File: src/rtl/control_barrido_display.sv
// Scan controller for a 4-digit 7-segment display. It drives one shared cathode bus and one
// active-low anode per digit, blanks between digits, and swaps patterns only at frame edges.
module control_barrido_display #(
  parameter int unsigned DIV_MAX   = 50000,
  parameter int unsigned BLANK_CYC = 500
) (
  input  logic       clk,
  input  logic       reset,
  input  logic       enable,
  input  logic       cargar,
  input  logic [7:0] catodo1,
  input  logic [7:0] catodo2,
  input  logic [7:0] catodo3,
  input  logic [7:0] catodo4,
  output logic [3:0] anodo,
  output logic [7:0] catodo,
  output logic [1:0] digito,
  output logic       listo
);

  localparam int unsigned   CW         = (DIV_MAX > 1) ? $clog2(DIV_MAX) : 1;
  localparam logic [CW-1:0] CNT_LAST   = CW'(DIV_MAX - 1);
  // Only consulted when BLANK_CYC > 0; otherwise the BLANK state is never entered.
  localparam logic [CW-1:0] BLANK_LAST = CW'(BLANK_CYC - 1);
  localparam logic [7:0]    PAT_ZERO   = 8'b00000011;

  localparam logic [1:0] ST_IDLE  = 2'd0;
  localparam logic [1:0] ST_BLANK = 2'd1;
  localparam logic [1:0] ST_ON    = 2'd2;

  localparam logic [1:0] ST_SLOT_START = (BLANK_CYC == 0) ? ST_ON : ST_BLANK;

  logic [1:0]    state_q, state_d;
  logic [CW-1:0] cnt_q, cnt_d;
  logic [1:0]    dig_q, dig_d;
  logic          pend_q, pend_d;
  logic [7:0]    staging_q [4];
  logic [7:0]    staging_d [4];
  logic [7:0]    shadow_q [4];
  logic [7:0]    shadow_d [4];
  logic          xfer;
  logic [3:0]    anodo_d;
  logic [7:0]    catodo_d;
  logic          listo_d;

  always_comb begin
    state_d   = state_q;
    cnt_d     = cnt_q;
    dig_d     = dig_q;
    pend_d    = pend_q;
    staging_d = staging_q;
    shadow_d  = shadow_q;
    xfer      = 1'b0;

    unique case (state_q)
      ST_IDLE: begin
        cnt_d = '0;
        dig_d = 2'd0;
        // Nothing is on screen, so pending patterns can be taken at once.
        xfer  = pend_q;
        if (enable) begin
          state_d = ST_SLOT_START;
        end
      end
      ST_BLANK: begin
        if (!enable) begin
          state_d = ST_IDLE;
          cnt_d   = '0;
          dig_d   = 2'd0;
        end else begin
          cnt_d = cnt_q + 1'b1;
          if (cnt_q == BLANK_LAST) begin
            state_d = ST_ON;
          end
        end
      end
      ST_ON: begin
        if (!enable) begin
          state_d = ST_IDLE;
          cnt_d   = '0;
          dig_d   = 2'd0;
        end else if (cnt_q == CNT_LAST) begin
          cnt_d   = '0;
          dig_d   = dig_q + 2'd1;
          state_d = ST_SLOT_START;
          xfer    = (dig_q == 2'd3) && pend_q;
        end else begin
          cnt_d = cnt_q + 1'b1;
        end
      end
      default: begin
        state_d = ST_IDLE;
        cnt_d   = '0;
        dig_d   = 2'd0;
      end
    endcase

    listo_d = xfer;
    if (xfer) begin
      shadow_d = staging_q;
      pend_d   = 1'b0;
    end
    // A load in the transfer cycle is staged for the next boundary.
    if (cargar) begin
      staging_d[0] = catodo1;
      staging_d[1] = catodo2;
      staging_d[2] = catodo3;
      staging_d[3] = catodo4;
      pend_d       = 1'b1;
    end
  end

  // Outputs are decoded from next-state values so they line up with the registered state.
  always_comb begin
    anodo_d  = 4'b1111;
    catodo_d = 8'hFF;
    if (state_d == ST_ON) begin
      anodo_d  = ~(4'b0001 << dig_d);
      catodo_d = shadow_d[dig_d];
    end
  end

  always_ff @(posedge clk) begin
    if (reset) begin
      state_q <= ST_IDLE;
      cnt_q   <= '0;
      dig_q   <= 2'd0;
      pend_q  <= 1'b0;
      for (int i = 0; i < 4; i++) begin
        staging_q[i] <= PAT_ZERO;
        shadow_q[i]  <= PAT_ZERO;
      end
      anodo   <= 4'b1111;
      catodo  <= 8'hFF;
      digito  <= 2'd0;
      listo   <= 1'b0;
    end else begin
      state_q   <= state_d;
      cnt_q     <= cnt_d;
      dig_q     <= dig_d;
      pend_q    <= pend_d;
      staging_q <= staging_d;
      shadow_q  <= shadow_d;
      anodo     <= anodo_d;
      catodo    <= catodo_d;
      digito    <= dig_d;
      listo     <= listo_d;
    end
  end

endmodule

File: config.mk
export PLATFORM = sky130hd
export DESIGN_NAME = control_barrido_display
export DESIGN_NICKNAME = d
export VERILOG_FILES = /design/src/rtl/control_barrido_display.sv
export SDC_FILE = /design/constraint.sdc
export NUM_CORES = 1
export LEC_CHECK = 0
export ABC_CLOCK_PERIOD_IN_PS = 5800
export CORE_MARGIN = 2
export CORE_UTILIZATION = 62
export CTS_BUF_LIST = sky130_fd_sc_hd__clkbuf_8
export DETAILED_ROUTE_END_ITERATION = 12
export GPL_TIMING_DRIVEN = 0
export PLACE_DENSITY = 0.88
export SKIP_CTS_REPAIR_TIMING = 1
export SYNTH_ARGS = -nofsm -noshare
export SYNTH_HDL_FRONTEND = slang
export SYNTH_SLANG_ARGS = --single-unit
File: constraint.sdc
create_clock -name clk -period 5.8 [get_ports clk]
set_clock_uncertainty 0.1 [all_clocks]
set_input_delay 0.87 -clock clk [delete_from_list [all_inputs] [get_ports clk]]
set_output_delay 0.87 -clock clk [all_outputs]
set_load 0.05 [all_outputs]
==> results.sh, run 1 <==
export IMPL_swShare_pct=25.0
export IMPL_clock_latency_ps=370
export IMPL_dr_pass1_iters=6
export IMPL_synthDistinctLibCells=51
export IMPL_pwr_share_clk_pct=32.3
export IMPL_vias_per_cell=5.84
export IMPL_place_port_buffers=48
export IMPL_finalWirelength_um=9480
export IMPL_diodes=0
export IMPL_cts_buffer_depth=2
export IMPL_setup_tns_ps=0
export IMPL_synth_top_area_share_pct=46.7
export IMPL_antenna_found_initial=0
export IMPL_syn_to_final_growth_pct=17.9
export IMPL_cp_data_required_time_ps=5940
export IMPL_core_area_sq_mm=0.00668
export IMPL_rows=30
export IMPL_p_leak_nw=1.85
export IMPL_grtUsageTotal_pct=25.8
export IMPL_cts_tree="built"
export IMPL_die_h_um=86.3
export IMPL_htree_levels=3
export IMPL_synth_cell_area_sq_mm=0.00420
export IMPL_fill_cells=512
export IMPL_dp_hpwl_um=6770
export IMPL_worstSetupEndpoint="staging_q[30]"
export IMPL_hp_class="register to register"
export IMPL_crit_slowest_cell="clkbuf_1"
export IMPL_crit_path_start="cargar"
export IMPL_cts_sinks=98
export IMPL_hold_slack_ps=358
export IMPL_pin_count=51
export IMPL_slowest_delay_ps=610
export IMPL_clk_pin_slew_ps=90
export IMPL_setup_slack_ps=3080
export IMPL_r2r_start="state_q[0]"
export IMPL_yosysSeqAreaShare_pct=46.7
export IMPL_slew_viol_final=0
export IMPL_finalPower_mw=1.22
export IMPL_vias=3466
export IMPL_maxCapViolations=0
export IMPL_drive_gt1_share_pct=8.97
export IMPL_die_w_um=86.3
export IMPL_worstSetupPathDepth=5
export IMPL_drtAntennaViolNets=0
export IMPL_grt_setup_unrepaired="no"
export IMPL_grt_overflow=0
export IMPL_grt_first_pass_wirelength_um=15200
export IMPL_status="finished, final reports clean"
export IMPL_grt_max_degree=16
export IMPL_crit_family="buffers and inverters"
export IMPL_ir_drop_mv=0.162
export IMPL_synthFlopType="dfxtp_1"
export IMPL_cp_data_arrival_time_ps=2860
export IMPL_power_frac_comb_pct=9.7
export IMPL_fmax_mhz=367
export IMPL_path_buf_inv=3
export IMPL_globalplace_congestion=0.922
export IMPL_syn_area_per_cell_sq_um=9.36
export IMPL_r2r_cells=8
export IMPL_crit_path_end_kind="register"
export IMPL_start_util_pct=62.9
export IMPL_drc=0
export IMPL_synth_fp_nets=491
export IMPL_final_cell_area_sq_mm=0.00495
export IMPL_async_flop_share_pct=0
export IMPL_tightest_slew_ps=768
export IMPL_path_class="input pin to register"
export IMPL_synth_top_cells_by_area="dfxtp_1 47%, mux2i_1 7.6%, nand2_1 5.1%, nor2_1 4.6%, a21oi_1 3.2%"
export IMPL_p_int_uw=918
export IMPL_placed_cell_area_sq_mm=0.00478
export IMPL_netlist_instances=449
export IMPL_post_place_ws_ps=2690
export IMPL_synthTopCellsByCount="98 x dfxtp_1, 57 x nand2_1, 52 x nor2_1"
export IMPL_drt_iter0_drc=288
export IMPL_synth_edf_count=0
export IMPL_p_switching_uw=306
export IMPL_start_kind="input pin"
export IMPL_reg2reg_to="catodo[6]"
export IMPL_setup_viol=0
export IMPL_r2r_slack_ps=3180
export IMPL_seqPwrFrac_pct=58.1
export IMPL_wire_per_inst_um=16.0
export IMPL_grt_pass1_vias=3109
export IMPL_relSlewSlack_pct=48.7
export IMPL_fin_crit_sh_pct=46.9
export IMPL_yosysWarningCount=0
export IMPL_die_area_sq_mm=0.00745
export IMPL_finalCriticalPeriod_ps=2720
export IMPL_synth_most_common_cell="dfxtp_1"
export IMPL_cts_root_buf="clkbuf_8"
export IMPL_synth_top_area_cell="dfxtp_1"
export IMPL_worstPathCellList="clkdlybuf4s50_1 > buf_1 > clkbuf_1 > mux2i_1 > nor2_1"
export IMPL_numCtsBuffers=9
export IMPL_ys_seq_elements=98
export IMPL_finalHoldViolCount=0
export IMPL_fin_nets=550
export IMPL_p_per_area_mw_per_mm2=247
export IMPL_path_max_fanout=10
==> metrics by stage <==
step,cells,util (%)
2_1_floorplan,449,-
3_3_place_gp,577,71.6
3_5_place_dp,577,71.6
4_1_cts,593,74.1
5_1_grt,593,74.1
6_report,593,74.1
==> sequential cells by signal, summed over array words and instances, names as in the netlist <==
register	count
shadow_q	32
staging_q	32
cnt_q	16
catodo	8
anodo	4
dig_q	2
state_q	2
listo	1
pend_q	1
==> worst min path at each step <==
| stage | endpoint | slack, ps | startpoint | cells past startpoint |
|---|---|---|---|---|
| detailed placement | shadow_q[6] | 350 | staging_q[6] | 2 |
| floorplan | cnt_q[0] | 330 | cnt_q[0] | 1 |
| global placement | shadow_q[5] | 340 | staging_q[5] | 2 |
| finish | shadow_q[19] | 360 | staging_q[19] | 2 |
| CTS | shadow_q[6] | 360 | staging_q[6] | 2 |
| global route | shadow_q[10] | 380 | staging_q[10] | 2 |
==> area by class of cell <==
| type | instances | area, sq um | share of cell area [%] |
|---|---|---|---|
| Clock inverter | 6 | 33.8 | 0.682 |
| Buffer | 31 | 164 | 3.31 |
| Inverter | 4 | 15.0 | 0.303 |
| Timing Repair Buffer | 48 | 480 | 9.70 |
| Sequential cell | 98 | 1960 | 39.6 |
| Clock buffer | 10 | 138 | 2.78 |
| Multi-Input combinational cell | 316 | 2060 | 41.6 |
| Tap cell | 80 | 100 | 2.02 |
==> power groups by stage <==
stage	Clock [mW]	Combinational, mW	Sequential [mW]
4_1_cts	0.394	0.118	0.710
5_1_grt	0.421	0.128	0.713
3_5_place_dp	0	0.117	0.726
3_3_place_gp	0	0.113	0.725
2_1_floorplan	0	0.0737	0.723
6_report	0.395	0.118	0.711
==> worst reg2reg max path, cell delays in order, from the launching register on <==
cell	delay (ps)
dfxtp_1	470
ha_1	340
and2_1	300
buf_2	270
a21oi_1	90
a21oi_1	290
buf_2	290
a32oi_1	150
o221ai_1	230
==> per-layer routing <==
| metal | GRT usage [%] | share of wire (%) | vias up |
|---|---|---|---|
| met5 | 0 | 0 | - |
| met4 | 9.38 | 1.8 | 0 |
| met3 | 4.19 | 6.4 | 16 |
| met2 | 42.0 | 46 | 136 |
| met1 | 34.7 | 46 | 1607 |
| li1 | - | - | 1707 |
==> cell usage in the layout (no fill, tap or decap), drive strengths merged, types with 4 or more instances in the layout <==
cell           synthesis  routed
nor2b                  9       9
nand2b                 4       4
clkbuf                16      26
mux2i                 32      32
a21oi                 27      27
xnor2                  4       4
nor3                  11      11
o221ai                 6       6
o221a                  7       7
inv                    4       5
buf                   15      15
clkdlybuf4s50          0      48
nand2                 57      57
nand3                 10      10
and4                   6       6
xor2                  10      10
ha                     6       6
a211o                  8       8
dfxtp                 98      98
o2111ai                4       4
nor3b                  7       7
a32oi                  6       6
nand3b                 7       7
o21ai                 11      11
nand4                  6       6
nor2                  52      52
==> logic make-up (layout without fill, tap and decap cells) <==
group                      Yosys count  in the layout  share of synthesized area (%)
and+or+nand+nor                    184            184                           22.3
DFF                                 98             98                           46.7
AOI/OAI and AO/OA                   79             79                           14.1
buffers and inverters               35             99                           4.26
muxes                               33             33                           7.89
xor gates and xnor gates            14             14                           2.92
adders and majority gates            6              6                           1.79
(Power assumes the default switching activity.)
==> run 2, diff against run 1 <==
ABC_CLOCK_PERIOD_IN_PS = 2350   (was 5800)
CORE_UTILIZATION = 52   (was 62)
PLACE_DENSITY = 0.78   (was 0.88)
clock period = 2.35 ns   (was 5.8 ns; I/O delays follow)
==> results.sh, run 2 (synthesis results as in run 1) <==
export IMPL_status="finished, final reports clean"
export IMPL_core_area_sq_mm=0.00777
export IMPL_vias=3506
export IMPL_p_per_area_mw_per_mm2=578
export IMPL_die_area_sq_mm=0.00882
export IMPL_final_cell_area_sq_mm=0.00526
export IMPL_dr_pass1_iters=6
export IMPL_cp_data_arrival_time_ps=2390
export IMPL_pin_count=51
export IMPL_antenna_found_initial=0
export IMPL_final_util_pct=67.7
export IMPL_rows=32
export IMPL_drc=0
export IMPL_layout_common_cells="93 x dfxtp_1, 57 x nand2_1, 52 x nor2_1"
export IMPL_ir_drop_mv=0.384
export IMPL_cp_common_cell="buf_6"
export IMPL_vias_per_cell=5.65
export IMPL_htree_levels=3
export IMPL_grt_first_pass_wirelength_um=15900
export IMPL_maxCapViolations=0
export IMPL_fmax_mhz=442
export IMPL_slowest_delay_ps=390
export IMPL_stdcell_count=620
export IMPL_crit_slowest_cell="dfxtp_1"
export IMPL_cp_data_required_time_ps=2480
export IMPL_clock_latency_ps=360
export IMPL_place_port_buffers=48
export IMPL_mostFrequentLayoutCell="dfxtp_1"
export IMPL_numCtsBuffers=9
export IMPL_top_regs="shadow_q (32), staging_q (32), cnt_q (16)"
export IMPL_crit_path_end_kind="register"
export IMPL_slew_viol_final=0
export IMPL_drtAntennaViolNets=0
export IMPL_fin_crit_sh_pct=96.2
export IMPL_fin_nets=555
export IMPL_dpl_cell_count=599
export IMPL_die_w_um=93.9
export IMPL_setup_viol=0
export IMPL_diodes=0
export IMPL_path_max_fanout=9
export IMPL_start_util_pct=54.1
export IMPL_globalplace_congestion=0.859
export IMPL_finalWirelength_um=9990
export IMPL_finalHoldViolCount=0
export IMPL_wire_per_inst_um=16.1
export IMPL_grt_pass1_vias=3361
export IMPL_grt_overflow=0
export IMPL_path_class="register to register"
export IMPL_tightest_slew_ps=700
export IMPL_die_h_um=93.9
export IMPL_clk_pin_slew_ps=90
export IMPL_path_buf_inv=2
export IMPL_grt_max_degree=17
export IMPL_syn_to_final_growth_pct=25.1
export IMPL_cts_root_buf="clkbuf_8"
export IMPL_cts_tree="built"
export IMPL_grt_setup_unrepaired="yes"
export IMPL_start_kind="register"
export IMPL_cts_sinks=98
export IMPL_grtUsageTotal_pct=22.9
export IMPL_setup_tns_ps=0
export IMPL_p_leak_nw=1.95
export IMPL_placed_cell_area_sq_mm=0.00481
export IMPL_drt_iter0_drc=322
export IMPL_relSlewSlack_pct=53.3
export IMPL_dp_hpwl_um=6880
export IMPL_worstPathCellList="ha_4 > and4_4 > and4_1 > buf_6 > nand3_2 > and3_4 > buf_6 > a32oi_2 > o221ai_2"
export IMPL_hp_class="register to register"
export IMPL_crit_family="simple AND/OR/NAND/NOR gates"
export IMPL_drive_gt1_share_pct=16.4
export IMPL_cts_buffer_depth=2
export IMPL_finalCriticalPeriod_ps=2260
[run 2: cell types whose count changed in the layout (fill, tap and decap cells not counted), moves of 4 or more]
cell,before,now
buf_4,2,7
clkbuf_4,0,4
buf_2,8,3
mux2i_1,32,26
mux2i_2,0,4
dfxtp_2,0,4
a32oi_1,6,1
dfxtp_1,98,93
a32oi_2,0,5
[run 2: final timing paths]
kind | end | startpoint | slack [ps] | depth (start not counted)
worst max-delay path | catodo[0] | cnt_q[1] | 90 | 9
worst min-delay path | shadow_q[18] | staging_q[18] | 360 | 2
worst max register to register | catodo[0] | cnt_q[1] | 90 | 9
worst min register to register | shadow_q[18] | staging_q[18] | 360 | 2
[run 2: final cells by class]
class,instances,area (sq um)
Sequential cell,98,1970
Timing Repair Buffer,55,537
Clock buffer,9,124
Clock inverter,7,43.8
Buffer,29,173
Multi-Input combinational cell,316,2270
Tap cell,102,128
Fill cell,646,2510
Inverter,4,15.0
[run 2: per-layer routing]
metal | vias up | track usage [%] | part of all wire (%)
met5 | - | 0 | 0
met4 | 0 | 7.97 | 2.4
met3 | 21 | 5.54 | 4.3
met2 | 119 | 37.8 | 48
met1 | 1651 | 29.3 | 45
li1 | 1715 | - | -
[run 2: worst register-to-register path: stages (launching register included)]
cell and delay [ps]:
dfxtp_1 390, ha_4 170, and4_4 240, and4_1 200, buf_6 150, nand3_2 140, and3_4 230, buf_6 140
a32oi_2 240, o221ai_2 130
[run 2: report_power, final]
group | internal, mW | total [mW] | switching (mW)
clock | 0.383 | 0.961 | 0.577
combinational | 0.160 | 0.322 | 0.162
sequential | 1.72 | 1.76 | 0.0407
total | 2.26 | 3.04 | 0.780
[run 2: metrics by stage]
stage | total power, mW | setup WS [ps] | hold WS [ps]
after CTS | 3.02 | -253 | 362
after detailed placement | 2.08 | -236 | 346
after global routing | 3.15 | -40.7 | 385
after global placement | 2.07 | -144 | 338
final | 3.04 | 89.5 | 358
after floorplan | 1.97 | 260 | 326
==> run 3, diff against run 2 <==
PLACE_DENSITY = 0.84   (was 0.78)
==> results.sh, run 3 (synthesis results as in run 1) <==
export IMPL_status="finished, final reports clean"
export IMPL_syn_to_final_growth_pct=22.6
export IMPL_final_cell_area_sq_mm=0.00515
export IMPL_p_per_area_mw_per_mm2=600
export IMPL_multi_input_area_sq_mm=0.00217
export IMPL_path_class="register to register"
export IMPL_dp_hpwl_um=6810
export IMPL_cts_tree="built"
export IMPL_setup_tns_ps=0
export IMPL_die_area_sq_mm=0.00882
export IMPL_globalplace_congestion=0.907
export IMPL_core_area_sq_mm=0.00777
export IMPL_layout_common_cells="94 x dfxtp_1, 57 x nand2_1, 52 x nor2_1"
export IMPL_slew_viol_final=0
export IMPL_start_kind="register"
export IMPL_numCtsBuffers=9
export IMPL_drc=0
export IMPL_slowest_delay_ps=380
export IMPL_crit_slowest_cell="dfxtp_1"
export IMPL_r2r_slack_ps=30
export IMPL_crit_family="simple AND/OR/NAND/NOR gates"
export IMPL_drive_gt1_share_pct=13.8
export IMPL_tightest_slew_ps=690
export IMPL_dr_pass1_iters=7
export IMPL_final_seq_area_sq_mm=0.00197
export IMPL_htree_levels=3
export IMPL_grt_max_degree=19
export IMPL_antenna_found_initial=0
export IMPL_pin_count=51
export IMPL_fin_crit_sh_pct=98.7
export IMPL_clk_pin_slew_ps=100
export IMPL_diodes=0
export IMPL_top_usage_layer="met2"
export IMPL_clock_latency_ps=360
export IMPL_fin_nets=553
export IMPL_top_regs="shadow_q (32), staging_q (32), cnt_q (16)"
export IMPL_dpl_cell_count=599
export IMPL_finalCriticalPeriod_ps=2320
export IMPL_finalPower_mw=3.09
export IMPL_crit_path_end_kind="register"
export IMPL_grt_overflow=0
export IMPL_finalWirelength_um=9960
export IMPL_grt_util_met1_pct=30.1
export IMPL_cts_root_buf="clkbuf_8"
export IMPL_placed_cell_area_sq_mm=0.00481
export IMPL_vias_per_cell=5.79
export IMPL_vias=3577
export IMPL_p_leak_nw=1.90
export IMPL_fill_cells=626
export IMPL_final_util_pct=66.3
export IMPL_drtAntennaViolNets=0
export IMPL_ir_drop_mv=0.309
export IMPL_maxCapViolations=0
export IMPL_hp_class="register to register"
export IMPL_die_w_um=93.9
export IMPL_cts_sinks=98
export IMPL_cts_buffer_depth=2
export IMPL_mostFrequentLayoutCell="dfxtp_1"
export IMPL_gr_usage_met3_pct=3.45
export IMPL_path_buf_inv=1
export IMPL_global_route_usage_met2_pct=37.1
export IMPL_worstPathCellList="nor4_4 > nand4_1 > a311oi_1 > or3_1 > o221a_2 > buf_6 > o221ai_1"
export IMPL_start_util_pct=54.1
export IMPL_rows=32
export IMPL_cp_data_required_time_ps=2470
export IMPL_fmax_mhz=431
export IMPL_die_h_um=93.9
export IMPL_grt_first_pass_wirelength_um=15600
export IMPL_setup_viol=0
export IMPL_grt_pass1_vias=3274
export IMPL_grtUsageTotal_pct=22.4
export IMPL_cp_data_arrival_time_ps=2440
export IMPL_drt_iter0_drc=318
export IMPL_path_max_fanout=10
export IMPL_place_port_buffers=48
export IMPL_stdcell_count=618
export IMPL_finalHoldViolCount=0
export IMPL_relSlewSlack_pct=54.0
export IMPL_wire_per_inst_um=16.1
## run 3: cell count changes in the layout (fill, tap and decap cells not counted), sizes merged
cell,before,now
clkbuf,28,27
buf,17,16
inv,7,8
clkinv,3,2
## run 3: worst min-delay path, delay by kind of cell (launching register included)
family          cells  cell delay [ps]
compound gates      1               50
simple gates        1               50
flops               1              320
## run 3: per-stage QoR
| step | hold slack [ps] | setup WS [ps] |
|---|---|---|
| floorplan | 326 | 260 |
| global placement | 339 | -141 |
| detailed placement | 346 | -193 |
| CTS | 360 | -206 |
| global route | 375 | -23.4 |
| finish | 362 | 29.8 |
## run 3: area by class of cell
| type | instances | area share (%) |
|---|---|---|
| Multi-Input combinational cell | 316 | 42.1 |
| Sequential cell | 98 | 38.2 |
| Timing Repair Buffer | 52 | 9.91 |
| Buffer | 30 | 3.47 |
| Tap cell | 102 | 2.48 |
| Clock buffer | 9 | 2.41 |
| Clock inverter | 7 | 1.19 |
| Inverter | 4 | 0.292 |
## run 3: per-layer routing
metal,wire [um],vias to the layer above
met1,4480,1688
li1,-,1726
met3,576,18
met2,4750,145
met4,158,0
met5,0,-
## run 3: final timing paths
path / start / to / cells past startpoint
setup / recovery: cnt_q[11] / catodo[6] / 7
setup reg to reg: cnt_q[11] / catodo[6] / 7
hold / removal: staging_q[5] / shadow_q[5] / 2
hold reg to reg: staging_q[5] / shadow_q[5] / 2
## run 3: power breakdown
part           leakage (nW)  switching [mW]  internal (mW)
registers             0.802          0.0398           1.72
clock network        0.0940           0.620          0.407
logic                  1.01           0.152          0.150
total                  1.90           0.812           2.28
